$ cat src/rtl/ga_sync_gen.sv
// ---------------------------------------------------------------------------
// ga_sync_gen
//
// Gate-array style sync and raster-interrupt generator. It watches the raw
// CRTC HSYNC/VSYNC waveforms and produces:
//   - a monitor HSYNC of 4 characters, starting 2 characters into the CRTC
//     horizontal sync and cut short if the CRTC sync ends early;
//   - a monitor VSYNC that starts 2 HSYNC falls after the CRTC VSYNC rises
//     and lasts for 4 further HSYNC falls;
//   - the 52-line raster interrupt counter (R52) with VSYNC resynchronisation;
//   - the effective screen mode, latched at the start of monitor HSYNC.
// It reacts only to the sync waveforms and never to CRTC register contents.
//
// Ports
//   CLOCK     in   system clock, all state changes on its rising edge
//   nRESET    in   asynchronous active-low reset
//   CLKEN     in   1 MHz character-clock enable (same as the CRTC counters)
//   HSYNC_I   in   CRTC horizontal sync
//   VSYNC_I   in   CRTC vertical sync
//   INT_ACK   in   CPU interrupt-acknowledge pulse, one CLOCK wide
//   INT_CLR   in   RMR write with bit 4 set, one CLOCK wide
//   MODE_IN   in   [1:0] screen mode last written by the CPU
//   HSYNC_O   out  monitor horizontal sync
//   VSYNC_O   out  monitor vertical sync
//   INT       out  Z80 maskable interrupt request, active-high
//   MODE      out  [1:0] effective screen mode
//   LINE_CNT  out  [5:0] current value of R52
// ---------------------------------------------------------------------------
module ga_sync_gen (
  input  logic       CLOCK,
  input  logic       nRESET,
  input  logic       CLKEN,
  input  logic       HSYNC_I,
  input  logic       VSYNC_I,
  input  logic       INT_ACK,
  input  logic       INT_CLR,
  input  logic [1:0] MODE_IN,
  output logic       HSYNC_O,
  output logic       VSYNC_O,
  output logic       INT,
  output logic [1:0] MODE,
  output logic [5:0] LINE_CNT
);

  // Sync input history, sampled at character rate for edge detection.
  logic       hs_q,    hs_d;
  logic       vs_q,    vs_d;
  // Characters elapsed since the CRTC HSYNC started (saturating).
  logic [3:0] hsc_q,   hsc_d;
  // Monitor HSYNC window (hsc in 2..5), gated by the live HSYNC_I below.
  logic       hwin_q,  hwin_d;
  logic [1:0] mode_q,  mode_d;
  // HSYNC falls still to go before monitor VSYNC starts.
  logic [1:0] vdly_q,  vdly_d;
  logic       vso_q,   vso_d;
  // HSYNC falls left in the current monitor VSYNC.
  logic [2:0] vcnt_q,  vcnt_d;
  logic [5:0] r52_q,   r52_d;
  logic       int_q,   int_d;

  logic       hs_fall_s;
  logic       vs_rise_s;
  logic       vfire_s;
  logic       wrap_s;

  // Next-state logic for every register in the block.
  always_comb begin
    hs_d   = hs_q;
    vs_d   = vs_q;
    hsc_d  = hsc_q;
    hwin_d = hwin_q;
    mode_d = mode_q;
    vdly_d = vdly_q;
    vso_d  = vso_q;
    vcnt_d = vcnt_q;
    r52_d  = r52_q;
    int_d  = int_q;

    // Edges compare the last character-rate sample with the live input.
    hs_fall_s = CLKEN & hs_q & ~HSYNC_I;
    vs_rise_s = CLKEN & VSYNC_I & ~vs_q;
    // The HSYNC fall that ends the vertical delay: frame resync point.
    vfire_s   = hs_fall_s & (vdly_q == 2'd1);
    // Normal 52-line wrap, only when no frame resync happens this line.
    wrap_s    = hs_fall_s & ~vfire_s & (r52_q == 6'd51);

    // --- horizontal ---------------------------------------------------------
    if (CLKEN) begin
      hs_d = HSYNC_I;
      vs_d = VSYNC_I;
      if (!HSYNC_I) begin
        hsc_d = 4'd0;
      end else if (hsc_q != 4'd15) begin
        hsc_d = hsc_q + 4'd1;
      end else begin
        hsc_d = hsc_q;
      end
      hwin_d = (hsc_d >= 4'd2) && (hsc_d <= 4'd5);
      // Mode is only allowed to change as monitor HSYNC begins.
      if (HSYNC_I && (hsc_q == 4'd1)) begin
        mode_d = MODE_IN;
      end else begin
        mode_d = mode_q;
      end
    end else begin
      hs_d   = hs_q;
      vs_d   = vs_q;
      hsc_d  = hsc_q;
      hwin_d = hwin_q;
      mode_d = mode_q;
    end

    // --- vertical delay -----------------------------------------------------
    // A new CRTC VSYNC always restarts the delay, even mid monitor VSYNC.
    if (vs_rise_s) begin
      vdly_d = 2'd2;
    end else if (hs_fall_s && (vdly_q != 2'd0)) begin
      vdly_d = vdly_q - 2'd1;
    end else begin
      vdly_d = vdly_q;
    end

    // --- monitor VSYNC ------------------------------------------------------
    // Fixed length of 4 HSYNC falls; a resync while active does not extend it.
    if (vso_q) begin
      if (hs_fall_s) begin
        if (vcnt_q == 3'd1) begin
          vso_d  = 1'b0;
          vcnt_d = 3'd0;
        end else begin
          vso_d  = 1'b1;
          vcnt_d = vcnt_q - 3'd1;
        end
      end else begin
        vso_d  = vso_q;
        vcnt_d = vcnt_q;
      end
    end else if (vfire_s) begin
      vso_d  = 1'b1;
      vcnt_d = 3'd4;
    end else begin
      vso_d  = vso_q;
      vcnt_d = vcnt_q;
    end

    // --- R52 / interrupt ----------------------------------------------------
    if (INT_CLR) begin
      int_d = 1'b0;
      r52_d = 6'd0;
    end else if (INT_ACK) begin
      // Acknowledge clears bit 5, but a wrap in the same cycle still raises
      // a fresh interrupt and restarts the count.
      if (wrap_s) begin
        int_d = 1'b1;
        r52_d = 6'd0;
      end else begin
        int_d = 1'b0;
        r52_d = r52_q & 6'h1F;
      end
    end else if (vfire_s) begin
      // Resync: fire only if the previous interrupt is at least 32 lines old.
      if (r52_q >= 6'd32) begin
        int_d = 1'b1;
      end else begin
        int_d = int_q;
      end
      r52_d = 6'd0;
    end else if (wrap_s) begin
      int_d = 1'b1;
      r52_d = 6'd0;
    end else if (hs_fall_s) begin
      int_d = int_q;
      r52_d = r52_q + 6'd1;
    end else begin
      int_d = int_q;
      r52_d = r52_q;
    end
  end

  // State registers with asynchronous reset.
  always_ff @(posedge CLOCK or negedge nRESET) begin
    if (!nRESET) begin
      hs_q   <= 1'b0;
      vs_q   <= 1'b0;
      hsc_q  <= 4'd0;
      hwin_q <= 1'b0;
      mode_q <= 2'd0;
      vdly_q <= 2'd0;
      vso_q  <= 1'b0;
      vcnt_q <= 3'd0;
      r52_q  <= 6'd0;
      int_q  <= 1'b0;
    end else begin
      hs_q   <= hs_d;
      vs_q   <= vs_d;
      hsc_q  <= hsc_d;
      hwin_q <= hwin_d;
      mode_q <= mode_d;
      vdly_q <= vdly_d;
      vso_q  <= vso_d;
      vcnt_q <= vcnt_d;
      r52_q  <= r52_d;
      int_q  <= int_d;
    end
  end

  // HSYNC_O must drop the moment the CRTC sync ends, so the registered
  // window is qualified with the live input.
  assign HSYNC_O  = HSYNC_I & hwin_q;
  assign VSYNC_O  = vso_q;
  assign INT      = int_q;
  assign MODE     = mode_q;
  assign LINE_CNT = r52_q;

endmodule

$ cat config.mk
export PLATFORM = sky130hd
export DESIGN_NAME = ga_sync_gen
export DESIGN_NICKNAME = d
export VERILOG_FILES = /design/src/rtl/ga_sync_gen.sv
export SDC_FILE = /design/constraint.sdc
export NUM_CORES = 1
export LEC_CHECK = 0
export CORE_ASPECT_RATIO = 1.75
export CORE_MARGIN = 1
export CORE_UTILIZATION = 55
export CTS_BUF_LIST = sky130_fd_sc_hd__clkbuf_2
export DETAILED_ROUTE_END_ITERATION = 16
export MAX_ROUTING_LAYER = met4
export PLACE_DENSITY_LB_ADDON = 0.12
export SLEW_MARGIN = 10
export SYNTH_ARGS = -nofsm -noshare
export SYNTH_HDL_FRONTEND = slang
export SYNTH_SLANG_ARGS = --single-unit
$ cat constraint.sdc
create_clock -name CLOCK -period 3 [get_ports CLOCK]
set_input_delay 0.45 -clock CLOCK [delete_from_list [all_inputs] [get_ports CLOCK]]
set_output_delay 0.45 -clock CLOCK [all_outputs]
set_load 0.02 [all_outputs]
**Word-level counts from Yosys, hierarchy flattened**

Index checks and enable logic that the tools add are counted.

- Register bits: 22
- Bits in latches: 0
- Memory bits (writable): 0
- Memory bits (read-only): 0
- Output and inout port bits: 11
- Logic and storage cells: 75
- Memories: 0

- $add $sub $neg: 4
- Multipliers: 0
- Divide/modulo/power cells: 0
- Magnitude comparators: 3
- Equal/unequal tests: 8
- Shift operators: 0
- Multiplexer cells: 25
- Bitwise operators: 11
- Reduce and logical (&&, ||, !) cells: 13

Operator list:

| kind | number |
|---|---|
| two-way mux 6 bit | 5 |
| two-way mux 3 bit | 4 |
| two-way mux 4 bit | 3 |
| two-way mux 1 bit | 10 |
| AND 1 bit | 8 |
| AND reduction 2 bit | 4 |
| nonzero test 4 bit | 2 |
| adder 6 x 1 -> 6 bit, second input constant | 1 |
| == test 6 bit, second input constant | 1 |
| >= comparator 6 bit, second input constant | 1 |
| nonzero test 2 bit | 3 |
| two-way mux 5 bit | 1 |
| nonzero test 5 bit | 1 |
| adder 4 x 1 -> 4 bit, second input constant | 1 |
| == test 4 x 1 -> 1 bit, second input constant | 1 |
| >= comparator 4 x 2 -> 1 bit, second input constant | 1 |
| less-or-equal comparator 4 x 3 -> 1 bit, second input constant | 1 |
| two-way mux 2 bit | 2 |
| inequality test 4 x 3 -> 1 bit, second input constant | 1 |
| inequality test 4 bit, second input constant | 1 |
| == test 3 x 1 -> 1 bit, second input constant | 1 |
| logical AND 1 bit | 3 |
| inequality test 3 x 1 -> 1 bit, second input constant | 1 |
| inverter 1 bit | 3 |
| other kinds (4) | 4 |

**Logic depth before layout (Yosys ltp)**

Gate-level depths: netlist (run 1).

- Word-level depth: 10
- Gate-level depth with buffers: 6

**Worst setup path before layout (run 1)**

Ideal clock, no wire load.

- Path kind: flip-flop to flip-flop
- Start: register r52_q[0] (netlist: LINE_CNT[0])
- End: register r52_q[3] (netlist: LINE_CNT[3])
- Library setup time: 130 ps
- Arrival time: 1515 ps
- Setup slack: 1355 ps
- Stages on the path, launching flop included: 6
- Clock period less this slack: 1645 ps
- Cell sequence: dfrtp_1 > ha_1 > and4b_4 > a211o_1 > a41oi_1 > o22ai_1

- Longest elaborated chain between the ends: 6

RTL lines:

| element | line | text |
|---|---|---|
| from (decl) | 58 | `logic [5:0] r52_q, r52_d;` |
| from (signal assigned) | 202 | `r52_q <= r52_d;` |
| adder 6 x 1 -> 6 bit or == test 6 bit (tied branches) | 173, 85 |  |
| two-way mux 6 bit or AND 1 bit (tied branches) | 171, 85 |  |
| two-way mux 6 bit | 168 | `end else if (wrap_s) begin` |
| two-way mux 6 bit | 160 | `end else if (vfire_s) begin` |
| two-way mux 6 bit | 150 | `end else if (INT_ACK) begin` |
| two-way mux 6 bit | 147 | `if (INT_CLR) begin` |

Several ways; a longest one is shown, not always the timed one. The select of a mux whose other input is x is not followed.
A chain may end at the register's enable or synchronous reset.

**Worst setup path in the final report (run 1)**

- Start: input HSYNC_I
- End: output HSYNC_O

- Longest elaborated chain between the ends: 1

RTL lines:

| element | line | text |
|---|---|---|
| from (decl) | 33 | `input logic HSYNC_I,` |
| AND 1 bit | 209 | `assign HSYNC_O = HSYNC_I & hwin_q;` |
| to (decl) | 38 | `output logic HSYNC_O,` |

Every way passes these cells.

==> results of run 1 <==
worst max path at each step:
stage	end	slack, ns	depth (start not counted)
after global routing	HSYNC_O	0.68	4
after floorplan	LINE_CNT[3]$_DFFE_PN0P_	1.36	5
final	HSYNC_O	0.74	4
after detailed placement	LINE_CNT[5]$_DFFE_PN0P_	0.73	5
after CTS	HSYNC_O	0.74	4
after global placement	HSYNC_O	0.76	4
placed cells by master, fill, tap and decap left out, types with 3 or more instances in the layout:
cell	instances
sky130_fd_sc_hd__o21ai_0	9
sky130_fd_sc_hd__o221ai_1	3
sky130_fd_sc_hd__nor2_1	9
sky130_fd_sc_hd__clkdlybuf4s50_1	19
sky130_fd_sc_hd__nand3_1	5
sky130_fd_sc_hd__o22ai_1	4
sky130_fd_sc_hd__nor2b_1	3
sky130_fd_sc_hd__nand2_1	11
sky130_fd_sc_hd__ha_1	8
sky130_fd_sc_hd__dfrtp_1	22
sky130_fd_sc_hd__a21oi_1	7
sky130_fd_sc_hd__clkbuf_2	3
sky130_fd_sc_hd__inv_1	16
sky130_fd_sc_hd__a31oi_1	4
registers in the layout, indices dropped and copies added (netlist names):
signal and flops:
vcnt_q 3, hs_q 1, hsc_q 4, hwin_q 1, MODE 2, vs_q 1, vdly_q 2, VSYNC_O 1
LINE_CNT 6, INT 1
power by group:
| part | total [mW] | switching, mW | internal [mW] |
|---|---|---|---|
| registers | 0.424 | 0.0624 | 0.362 |
| clock network | 0.209 | 0.0940 | 0.115 |
| logic | 0.342 | 0.177 | 0.165 |
routing by layer:
metal	up-vias	track usage (%)	wire length (um)
met4	0	9.05	51
met3	4	2.02	64
met1	526	23.4	933
met2	21	48.1	1510
met5	-	-	0
li1	524	-	-
through the flow:
stage	hold WS [ns]	total power, mW	instances
2_1_floorplan	0.154	0.641	135
3_3_place_gp	0.468	0.757	175
3_5_place_dp	0.485	0.772	175
4_1_cts	0.528	0.979	179
5_1_grt	0.572	1.04	179
6_report	0.532	0.975	179
logic make-up (layout without fill, tap and decap cells):
| kind of cell | Yosys count | in the layout | synth area share, % |
|---|---|---|---|
| buf+inv | 19 | 39 | 6.17 |
| flops | 22 | 22 | 42.4 |
| mux | 4 | 4 | 3.95 |
| xor+xnor | 1 | 1 | 0.675 |
| compound gates | 35 | 35 | 18.8 |
| simple gates | 46 | 46 | 20.3 |
| fa+ha+maj | 8 | 8 | 7.71 |
worst max-delay path, cell delays in order:
cell	delay, ns
sky130_fd_sc_hd__clkdlybuf4s50_1	0.55
sky130_fd_sc_hd__inv_1	0.10
sky130_fd_sc_hd__nor2_1	0.11
sky130_fd_sc_hd__clkdlybuf4s50_1	0.60
cell type report:
| class | count | area, sq um | share of cell area, % |
|---|---|---|---|
| Clock buffer | 3 | 15.0 | 0.973 |
| Clock inverter | 1 | 30.0 | 1.95 |
| Inverter | 16 | 60.1 | 3.89 |
| Multi-Input combinational cell | 94 | 667 | 43.2 |
| Sequential cell | 22 | 551 | 35.7 |
| Tap cell | 24 | 30.0 | 1.95 |
| Timing Repair Buffer | 19 | 190 | 12.3 |
==> impl_results.rst, run 1 <==
.. list-table::
   :header-rows: 1

   * - Metric
     - Value
   * - Fin crit share
     - 75.5%
   * - Setup ws final
     - 0.735 ns
   * - Clock tree from TritonCTS
     - yes
   * - Endpoint type of the worst setup path
     - primary output
   * - Setup Buffers After CTS
     - 0
   * - Flip-flop and latch count after synthesis
     - 22
   * - Final core occ
     - 71.9%
   * - First-pass GRT wire length
     - 4.42 mm
   * - Count of filler cells inserted in the layout
     - 172
   * - DIE AREA
     - 0.00256 sq mm
   * - Worst hold path startpoint
     - vcnt_q[1]$_DFFE_PN0P_
   * - 1st-pass router iterations
     - 4
   * - Maximum net fanout on the critical path
     - 6
   * - Gate Count Post-Synth
     - 135
   * - Die width
     - 38.7 um
   * - Net count after synthesis
     - 152
   * - Area growth, synth to finish
     - 18.9%
   * - Wire length per cell after detailed routing
     - 14.3 um
   * - Synthesis Warnings
     - 0
   * - Number of gates resized after CTS
     - 0
   * - Final setup violation count
     - 0
   * - HPWL reported at the end of detailed placement
     - 1.99 mm
   * - Clk buf depth
     - 2
   * - Count of cell types in the netlist
     - 40
   * - Async S/R FF share, synth
     - 100%
   * - Number of buffers created by CTS
     - 3
   * - Number of max-slew violations in the final report
     - 0
   * - Required time of the critical path
     - 2.55 ns
   * - Length in cells of the worst reg-to-reg path
     - 5
   * - Fraction of final layout cells with drive strength greater than 1
     - 9.03%
   * - Maximum number of pins on one net before global-route repair
     - 23
   * - Maximum operating frequency
     - 0.442 GHz
   * - Placer congestion estimate
     - 0.773
   * - Cell depth of the worst hold path
     - 2
   * - Clock edge transition at the registers on the reported setup and hold paths
     - 0.19 ns
   * - Post-synthesis average cell area
     - 9.61 sq um
   * - Worst slew margin relative to its limit
     - 35.2%
   * - Number of remaining DRC errors
     - 0
   * - Final wirelength
     - 2.56 mm
   * - Reg2reg start
     - LINE_CNT[0]$_DFFE_PN0P_
   * - # rows
     - 22
   * - Launching instance or port of the critical path
     - HSYNC_I
   * - CTS HTree Levels
     - 1
   * - Total number of clock tree sinks
     - 22
   * - Cell area after layout
     - 0.00154 sq mm
   * - Initial DRC Count
     - 33
   * - Initial antenna violation count
     - 0
   * - Standby leakage power
     - 0.670 nW
   * - Number of synthesized flops with an enable pin
     - 0
   * - Power per Cell Area
     - 632 mW/mm^2
   * - DIE HEIGHT
     - 66.3 um
   * - Vias after detailed routing
     - 1075
   * - Kind of critical path
     - primary input to primary output
   * - Dominant cell by count in the synthesized netlist
     - sky130_fd_sc_hd__dfrtp_1
   * - Area share of the leading cell type in the synthesized netlist
     - 42.4%
   * - Sequential element share of the synthesized area
     - 42.4%
   * - Type of the worst min-delay path
     - register to register
   * - Net total in the final layout
     - 173
   * - Final critical-path required period
     - 2.26 ns
   * - Vias in the first global route
     - 1086
   * - Antenna-violating nets left
     - 0
   * - Worst-case setup slack after placement
     - 0.726 ns
   * - Ys flop type
     - sky130_fd_sc_hd__dfrtp_1
   * - Clock latency of the later-clocked register in the worst-skew pair
     - 0.36 ns
   * - Unrepaired setup endpoints after global routing
     - false
   * - CTS root buffer
     - sky130_fd_sc_hd__clkbuf_2
   * - Peak supply drop
     - 0.000407 V
   * - Total GRT Usage
     - 24.9%
   * - Post-synthesis cell area
     - 0.00130 sq mm
   * - Global route total overflow
     - 0
   * - Result of the run
     - complete, no violations
   * - Cell taking the most area after synthesis
     - sky130_fd_sc_hd__dfrtp_1
   * - Std-Cell Core Area
     - 0.00215 sq mm
   * - Total placed instance area
     - 0.00150 sq mm
   * - Tightest Pin Transition
     - 0.969 ns
   * - Final total negative setup slack
     - 0 ns
   * - Data arrival at the endpoint of the critical path
     - 1.81 ns
   * - R2R Path End
     - LINE_CNT[5]$_DFFE_PN0P_
   * - Antenna Diode Count
     - 0
   * - List of most frequent post-synthesis cells
     - sky130_fd_sc_hd__dfrtp_1 (22), sky130_fd_sc_hd__inv_1 (16), sky130_fd_sc_hd__nand2_1 (11), sky130_fd_sc_hd__nor2_1 (9), sky130_fd_sc_hd__o21ai_0 (9)
   * - Nature of the critical path startpoint
     - primary input
   * - CTS Hold Buffers Added
     - 0
   * - Vias per cell
     - 6.01
   * - Count of final hold-check violations
     - 0
   * - Flop2flop setup slack
     - 1.29 ns
   * - Synth top area cells
     - sky130_fd_sc_hd__dfrtp_1 (42%), sky130_fd_sc_hd__ha_1 (7.7%), sky130_fd_sc_hd__inv_1 (4.6%)
   * - Num ports
     - 20
   * - Clock Skews
     - 0.0196 ns
   * - Count of input and output buffers
     - 19
   * - Initial core utilization
     - 60.4%
   * - Maximum capacitance violations
     - 0
   * - Hold Crit Endpoint
     - vcnt_q[1]$_DFFE_PN0P_
(Power assumes the default switching activity.)
==> run 2: changes to the inputs <==
- CORE_UTILIZATION: 55 -> 50
- clock period: 3 -> 1.9 ns (I/O delays scaled with it)
==> run 2 against run 1 <==
  * Count of clock-buffer cells in the layout is the same
  * Worst setup slack lost 0.58 ns
  * Die area grew 9.6%
  * Register-to-register slack lost 1.1 ns
  * Flip-flop and latch count is the same
  * Sequential power grew 58%
  * Worst hold slack lost 0.24 ns
  * Core utilization shrank 8.2 points
  * Non-clock buffer count grew 6
  * Cell count grew 4.5%
  * Sequential share of layout area shrank 0.54 points
  * Critical endpoint is now hwin_q$_DFFE_PN0P_
  * Largest cell class unchanged
  * Largest power group unchanged
==> impl_results.rst, run 2 (synthesized netlist as in run 1, its figures left out) <==
.. list-table::
   :header-rows: 1

   * - Metric
     - Value
   * - Result of the run
     - complete, no violations
   * - Num ports
     - 20
   * - Flip-flop count of the largest register after layout
     - 6
   * - Fraction of final layout cells with drive strength greater than 1
     - 11.8%
   * - Initial antenna violation count
     - 0
   * - Nature of the critical path startpoint
     - register
   * - Commonest non-fill, non-tap cells in the layout
     - sky130_fd_sc_hd__dfrtp_1 (22), sky130_fd_sc_hd__clkdlybuf4s50_1 (18), sky130_fd_sc_hd__inv_1 (16), sky130_fd_sc_hd__nand2_1 (11)
   * - Reg2reg start
     - hsc_q[1]$_DFFE_PN0P_
   * - Vias after detailed routing
     - 1097
   * - Global route total overflow
     - 0
   * - Number of buffers created by CTS
     - 3
   * - Standby leakage power
     - 0.704 nW
   * - Count of final hold-check violations
     - 0
   * - Count of filler cells inserted in the layout
     - 202
   * - HPWL reported at the end of detailed placement
     - 2.09 mm
   * - Net total in the final layout
     - 179
   * - Clk buf depth
     - 2
   * - Clock Skews
     - 0.00997 ns
   * - Sequential cell area
     - 551 sq um
   * - Length in cells of the worst reg-to-reg path
     - 6
   * - DIE HEIGHT
     - 69.4 um
   * - Number of max-slew violations in the final report
     - 0
   * - First-pass GRT wire length
     - 4.65 mm
   * - Number of cells on the critical path
     - 6
   * - Unrepaired setup endpoints after global routing
     - false
   * - Clock latency of the later-clocked register in the worst-skew pair
     - 0.31 ns
   * - Peak supply drop
     - 0.000569 V
   * - Number of remaining DRC errors
     - 0
   * - Commonest non-fill, non-tap cell in the layout
     - sky130_fd_sc_hd__dfrtp_1
   * - Overall power consumption
     - 1.40 mW
   * - CTS HTree Levels
     - 1
   * - Clock tree from TritonCTS
     - yes
   * - Final total negative setup slack
     - 0 ns
   * - Die width
     - 40.5 um
   * - Maximum capacitance violations
     - 0
   * - Vias per cell
     - 5.87
   * - Tightest Pin Transition
     - 0.298 ns
   * - Final wirelength
     - 2.70 mm
   * - Most used routing layer
     - met2
   * - Antenna Diode Count
     - 0
   * - Placer congestion estimate
     - 0.728
   * - Cell-by-cell trace of the critical path
     - inv_1 -> ha_1 -> nor2b_1 -> a311o_1 -> a21oi_1 -> o32ai_1
   * - Fin crit share
     - 91.8%
   * - M1 GR Usage
     - 24.4%
   * - Std-Cell Core Area
     - 0.00246 sq mm
   * - Type of the worst min-delay path
     - primary input to async pin
   * - DIE AREA
     - 0.00281 sq mm
   * - Total number of clock tree sinks
     - 22
   * - Count of input and output buffers
     - 19
   * - Maximum number of pins on one net before global-route repair
     - 23
   * - Worst path buffer plus inverter count
     - 1
   * - GRT met2 Usage
     - 42.0%
   * - Antenna-violating nets left
     - 0
   * - Vias in the first global route
     - 1096
   * - CTS root buffer
     - sky130_fd_sc_hd__clkbuf_2
   * - CP max stage cell
     - sky130_fd_sc_hd__dfrtp_1
   * - Flop2flop setup slack
     - 0.16 ns
   * - Power per Cell Area
     - 897 mW/mm^2
   * - Maximum operating frequency
     - 0.573 GHz
   * - Final setup violation count
     - 0
   * - Initial core utilization
     - 52.7%
   * - Final critical-path required period
     - 1.74 ns
   * - Kind of critical path
     - register to register
   * - Family with the most delay on the worst path
     - compound AO/OA/AOI/OAI gates
   * - Area growth, synth to finish
     - 20.7%
   * - Endpoint type of the worst setup path
     - register
   * - R2R Path End
     - hwin_q$_DFFE_PN0P_
   * - Clock edge transition at the registers on the reported setup and hold paths
     - 0.21 ns
   * - Worst slew margin relative to its limit
     - 79.9%
   * - Wire length per cell after detailed routing
     - 14.4 um
   * - Setup Buffers After CTS
     - 0
   * - Multi-input gate area
     - 667 sq um
   * - Initial DRC Count
     - 23
   * - Total GRT Usage
     - 23.3%
   * - # rows
     - 24
   * - Data arrival at the endpoint of the critical path
     - 1.95 ns
   * - 1st-pass router iterations
     - 4
   * - GR Layer Usage met3
     - 3.21%
   * - Final Hold Slack
     - 0.290 ns
   * - Required time of the critical path
     - 2.11 ns
   * - Maximum net fanout on the critical path
     - 5
   * - Slowest cell delay on critical path
     - 0.47 ns
## run 2: final cells by class
type,count,share of cell area (%)
inverters,16,3.83
clock buffers,3,0.958
flip-flops and latches,22,35.1
clock inverters,1,0.240
multi-input cells,94,42.6
repair buffers,25,15.2
well taps,26,2.08
## run 2: stage by stage
step	setup slack (ns)	util [%]	std cells	instance area, sq um
detailed placement	0.0508	62.8	183	1550
finish	0.155	63.6	187	1570
global route	0.0631	63.6	187	1570
global placement	0.0392	62.8	183	1550
CTS	0.0400	63.5	187	1560
floorplan	0.255	-	135	1300
## run 2: worst max path at each step
stage                            start                      end  slack (ns)
2_1_floorplan  LINE_CNT[0]$_DFFE_PN0P_  LINE_CNT[3]$_DFFE_PN0P_        0.26
3_3_place_gp                   HSYNC_I                  HSYNC_O        0.04
3_5_place_dp                   HSYNC_I                  HSYNC_O        0.05
4_1_cts                        HSYNC_I                  HSYNC_O        0.04
5_1_grt           hsc_q[1]$_DFFE_PN0P_       hwin_q$_DFFE_PN0P_        0.06
6_report          hsc_q[1]$_DFFE_PN0P_       hwin_q$_DFFE_PN0P_        0.16
## run 2: routing by layer
metal  vias up  wire length, um
met5         -                0
met4         0               26
met3         2               74
met2        18             1530
met1       541             1070
li1        536                -
## run 2: timing repair
item / 4_1_cts / 5_1_grt
setup endpoints to repair: 0 / 1
gates resized for setup: 0 / 1
hold buffers: 0 / 0
## run 2: where the power goes
part           switching, mW  internal [mW]  total [mW]
Combinational          0.285          0.269       0.554
Sequential            0.0989          0.571       0.670
Clock                  0.134         0.0458       0.180
Total                  0.518          0.887        1.40
==> run 3: changes to the inputs <==
- CORE_ASPECT_RATIO: 1.75 -> 1.25
- SKIP_LAST_GASP: default -> 1
- SLEW_MARGIN: 10 -> default
==> run 3 against run 2 <==
  * Maximum frequency rose by 1.3%
  * Cell count rose by 3.7%
  * Worst setup slack better by 0.022 ns
  * First-iteration DRC count rose by 70%
  * Global-route usage decreased by 1.3 points
  * Clock power about the same
  * Flip-flop and latch count is the same
  * Critical path type unchanged
  * Highest routed layer unchanged
  * Count of clock-buffer cells in the layout stayed put
  * Worst hold slack lost 0.012 ns
==> impl_results.rst, run 3 (synthesized netlist as in run 1, its figures left out) <==
.. list-table::
   :header-rows: 1

   * - Metric
     - Value
   * - Result of the run
     - complete, no violations
   * - Number of max-slew violations in the final report
     - 0
   * - Peak supply drop
     - 0.000650 V
   * - # rows
     - 20
   * - Num ports
     - 20
   * - Placer congestion estimate
     - 0.828
   * - Total number of clock tree sinks
     - 22
   * - Endpoint type of the worst setup path
     - register
   * - Data arrival at the endpoint of the critical path
     - 1.97 ns
   * - DIE HEIGHT
     - 59.0 um
   * - Vias after detailed routing
     - 1113
   * - M1 GR Usage
     - 25.7%
   * - Count of filler cells inserted in the layout
     - 239
   * - CTS Hold Buffers Added
     - 0
   * - Number of gates resized after CTS
     - 0
   * - Cell-by-cell trace of the critical path
     - ha_1 -> and4b_4 -> a2111oi_4 -> nor2_1 -> o22ai_1
   * - Total placed instance area
     - 0.00155 sq mm
   * - GR Layer Usage met3
     - 3.07%
   * - Worst path buffer plus inverter count
     - 0
   * - Sequential cell area
     - 551 sq um
   * - Initial DRC Count
     - 39
   * - Type of the worst min-delay path
     - primary input to async pin
   * - Maximum capacitance violations
     - 0
   * - Initial antenna violation count
     - 0
   * - GRT met2 Usage
     - 37.2%
   * - Initial core utilization
     - 52.9%
   * - Commonest non-fill, non-tap cells in the layout
     - sky130_fd_sc_hd__dfrtp_1 (22), sky130_fd_sc_hd__clkdlybuf4s50_1 (18), sky130_fd_sc_hd__inv_1 (16), sky130_fd_sc_hd__nand2_1 (11)
   * - Setup Buffers After CTS
     - 0
   * - Area growth, synth to finish
     - 21.4%
   * - Worst slew margin relative to its limit
     - 79.4%
   * - Standby leakage power
     - 0.704 nW
   * - Vias per cell
     - 5.74
   * - Maximum net fanout on the critical path
     - 4
   * - CTS HTree Levels
     - 1
   * - DIE AREA
     - 0.00280 sq mm
   * - Maximum operating frequency
     - 0.580 GHz
   * - Final setup violation count
     - 0
   * - Vias in the first global route
     - 1092
   * - CP max stage cell
     - sky130_fd_sc_hd__dfrtp_1
   * - Clock tree from TritonCTS
     - yes
   * - 1st-pass router iterations
     - 4
   * - Flip-flop count of the largest register after layout
     - 6
   * - Tightest Pin Transition
     - 0.309 ns
   * - Fin crit share
     - 90.7%
   * - Final critical-path required period
     - 1.72 ns
   * - Slowest cell delay on critical path
     - 0.45 ns
   * - First-pass GRT wire length
     - 4.36 mm
   * - Kind of critical path
     - register to register
   * - Final wirelength
     - 2.58 mm
   * - Final total negative setup slack
     - 0 ns
   * - Clk buf depth
     - 2
   * - Multi-input gate area
     - 667 sq um
   * - Most used routing layer
     - met2
   * - Number of buffers created by CTS
     - 3
   * - Std-Cell Core Area
     - 0.00245 sq mm
   * - Net total in the final layout
     - 179
   * - CTS root buffer
     - sky130_fd_sc_hd__clkbuf_2
   * - Family with the most delay on the worst path
     - compound AO/OA/AOI/OAI gates
   * - Wire length per cell after detailed routing
     - 13.3 um
   * - Required time of the critical path
     - 2.15 ns
   * - Count of input and output buffers
     - 19
   * - Nature of the critical path startpoint
     - register
   * - Antenna-violating nets left
     - 0
   * - Maximum number of pins on one net before global-route repair
     - 23
   * - Clock Skews
     - 0.0181 ns
   * - Number of remaining DRC errors
     - 0
   * - HPWL reported at the end of detailed placement
     - 1.96 mm
   * - Commonest non-fill, non-tap cell in the layout
     - sky130_fd_sc_hd__dfrtp_1
   * - Clock edge transition at the registers on the reported setup and hold paths
     - 0.21 ns
   * - Clock latency of the later-clocked register in the worst-skew pair
     - 0.32 ns
   * - Cell area after layout
     - 0.00158 sq mm
   * - Count of final hold-check violations
     - 0
   * - Total GRT Usage
     - 22.0%
   * - Fraction of final layout cells with drive strength greater than 1
     - 11.8%
   * - Antenna Diode Count
     - 0
   * - Power per Cell Area
     - 891 mW/mm^2
   * - Global route total overflow
     - 0
   * - Die width
     - 47.6 um
   * - Unrepaired setup endpoints after global routing
     - false
-- run 3: worst paths after layout --
| check | endpoint | from | depth (start not counted) | slack, ns |
|---|---|---|---|---|
| worst min-delay path | LINE_CNT[3]$_DFFE_PN0P_ | nRESET | 2 | 0.28 |
| worst max-delay path | LINE_CNT[5]$_DFFE_PN0P_ | LINE_CNT[0]$_DFFE_PN0P_ | 5 | 0.18 |
| min in group CLOCK | vcnt_q[1]$_DFFE_PN0P_ | vcnt_q[1]$_DFFE_PN0P_ | 2 | 0.52 |
| worst max register to register | LINE_CNT[5]$_DFFE_PN0P_ | LINE_CNT[0]$_DFFE_PN0P_ | 5 | 0.18 |
| max in group asynchronous | vcnt_q[1]$_DFFE_PN0P_ | nRESET | 2 | 1.38 |
| worst min register to register | vcnt_q[1]$_DFFE_PN0P_ | vcnt_q[1]$_DFFE_PN0P_ | 2 | 0.52 |
-- run 3: where the power goes --
| part | total (mW) | leakage (nW) | switching (mW) | internal [mW] |
|---|---|---|---|---|
| registers | 0.667 | 0.281 | 0.0952 | 0.571 |
| clock network | 0.181 | 0.0140 | 0.135 | 0.0458 |
| logic | 0.557 | 0.409 | 0.286 | 0.270 |
-- run 3: layer usage --
| layer | part of all wire, % | up-vias |
|---|---|---|
| li1 | - | 537 |
| met1 | 41 | 540 |
| met2 | 53 | 32 |
| met3 | 4.7 | 4 |
| met4 | 1.0 | 0 |
| met5 | 0 | - |
-- run 3: cell type report --
cell class	instances	area share (%)
repair buffers	25	15.1
inverters	16	3.81
clock buffers	3	0.953
clock inverters	1	0.238
multi-input cells	94	42.3
flip-flops and latches	22	34.9
well taps	33	2.62
-- run 3: per-stage QoR --
| step | hold WS [ns] | total power [mW] | cells | setup slack, ns | utilization, % |
|---|---|---|---|---|---|
| floorplan | -0.0106 | 1.01 | 135 | 0.255 | - |
| global placement | 0.466 | 1.20 | 190 | 0.0441 | 63.4 |
| detailed placement | 0.484 | 1.24 | 190 | 0.0400 | 63.4 |
| CTS | 0.269 | 1.42 | 194 | 0.0287 | 64.1 |
| global route | 0.274 | 1.52 | 194 | 0.0568 | 64.2 |
| finish | 0.278 | 1.40 | 194 | 0.177 | 64.2 |
-- run 3: worst reg2reg max path, stage by stage (launching register included) --
cell and delay, ns:
sky130_fd_sc_hd__dfrtp_1 0.45, sky130_fd_sc_hd__ha_1 0.26, sky130_fd_sc_hd__and4b_4 0.23, sky130_fd_sc_hd__a2111oi_4 0.39
sky130_fd_sc_hd__nor2_1 0.14, sky130_fd_sc_hd__o22ai_1 0.18
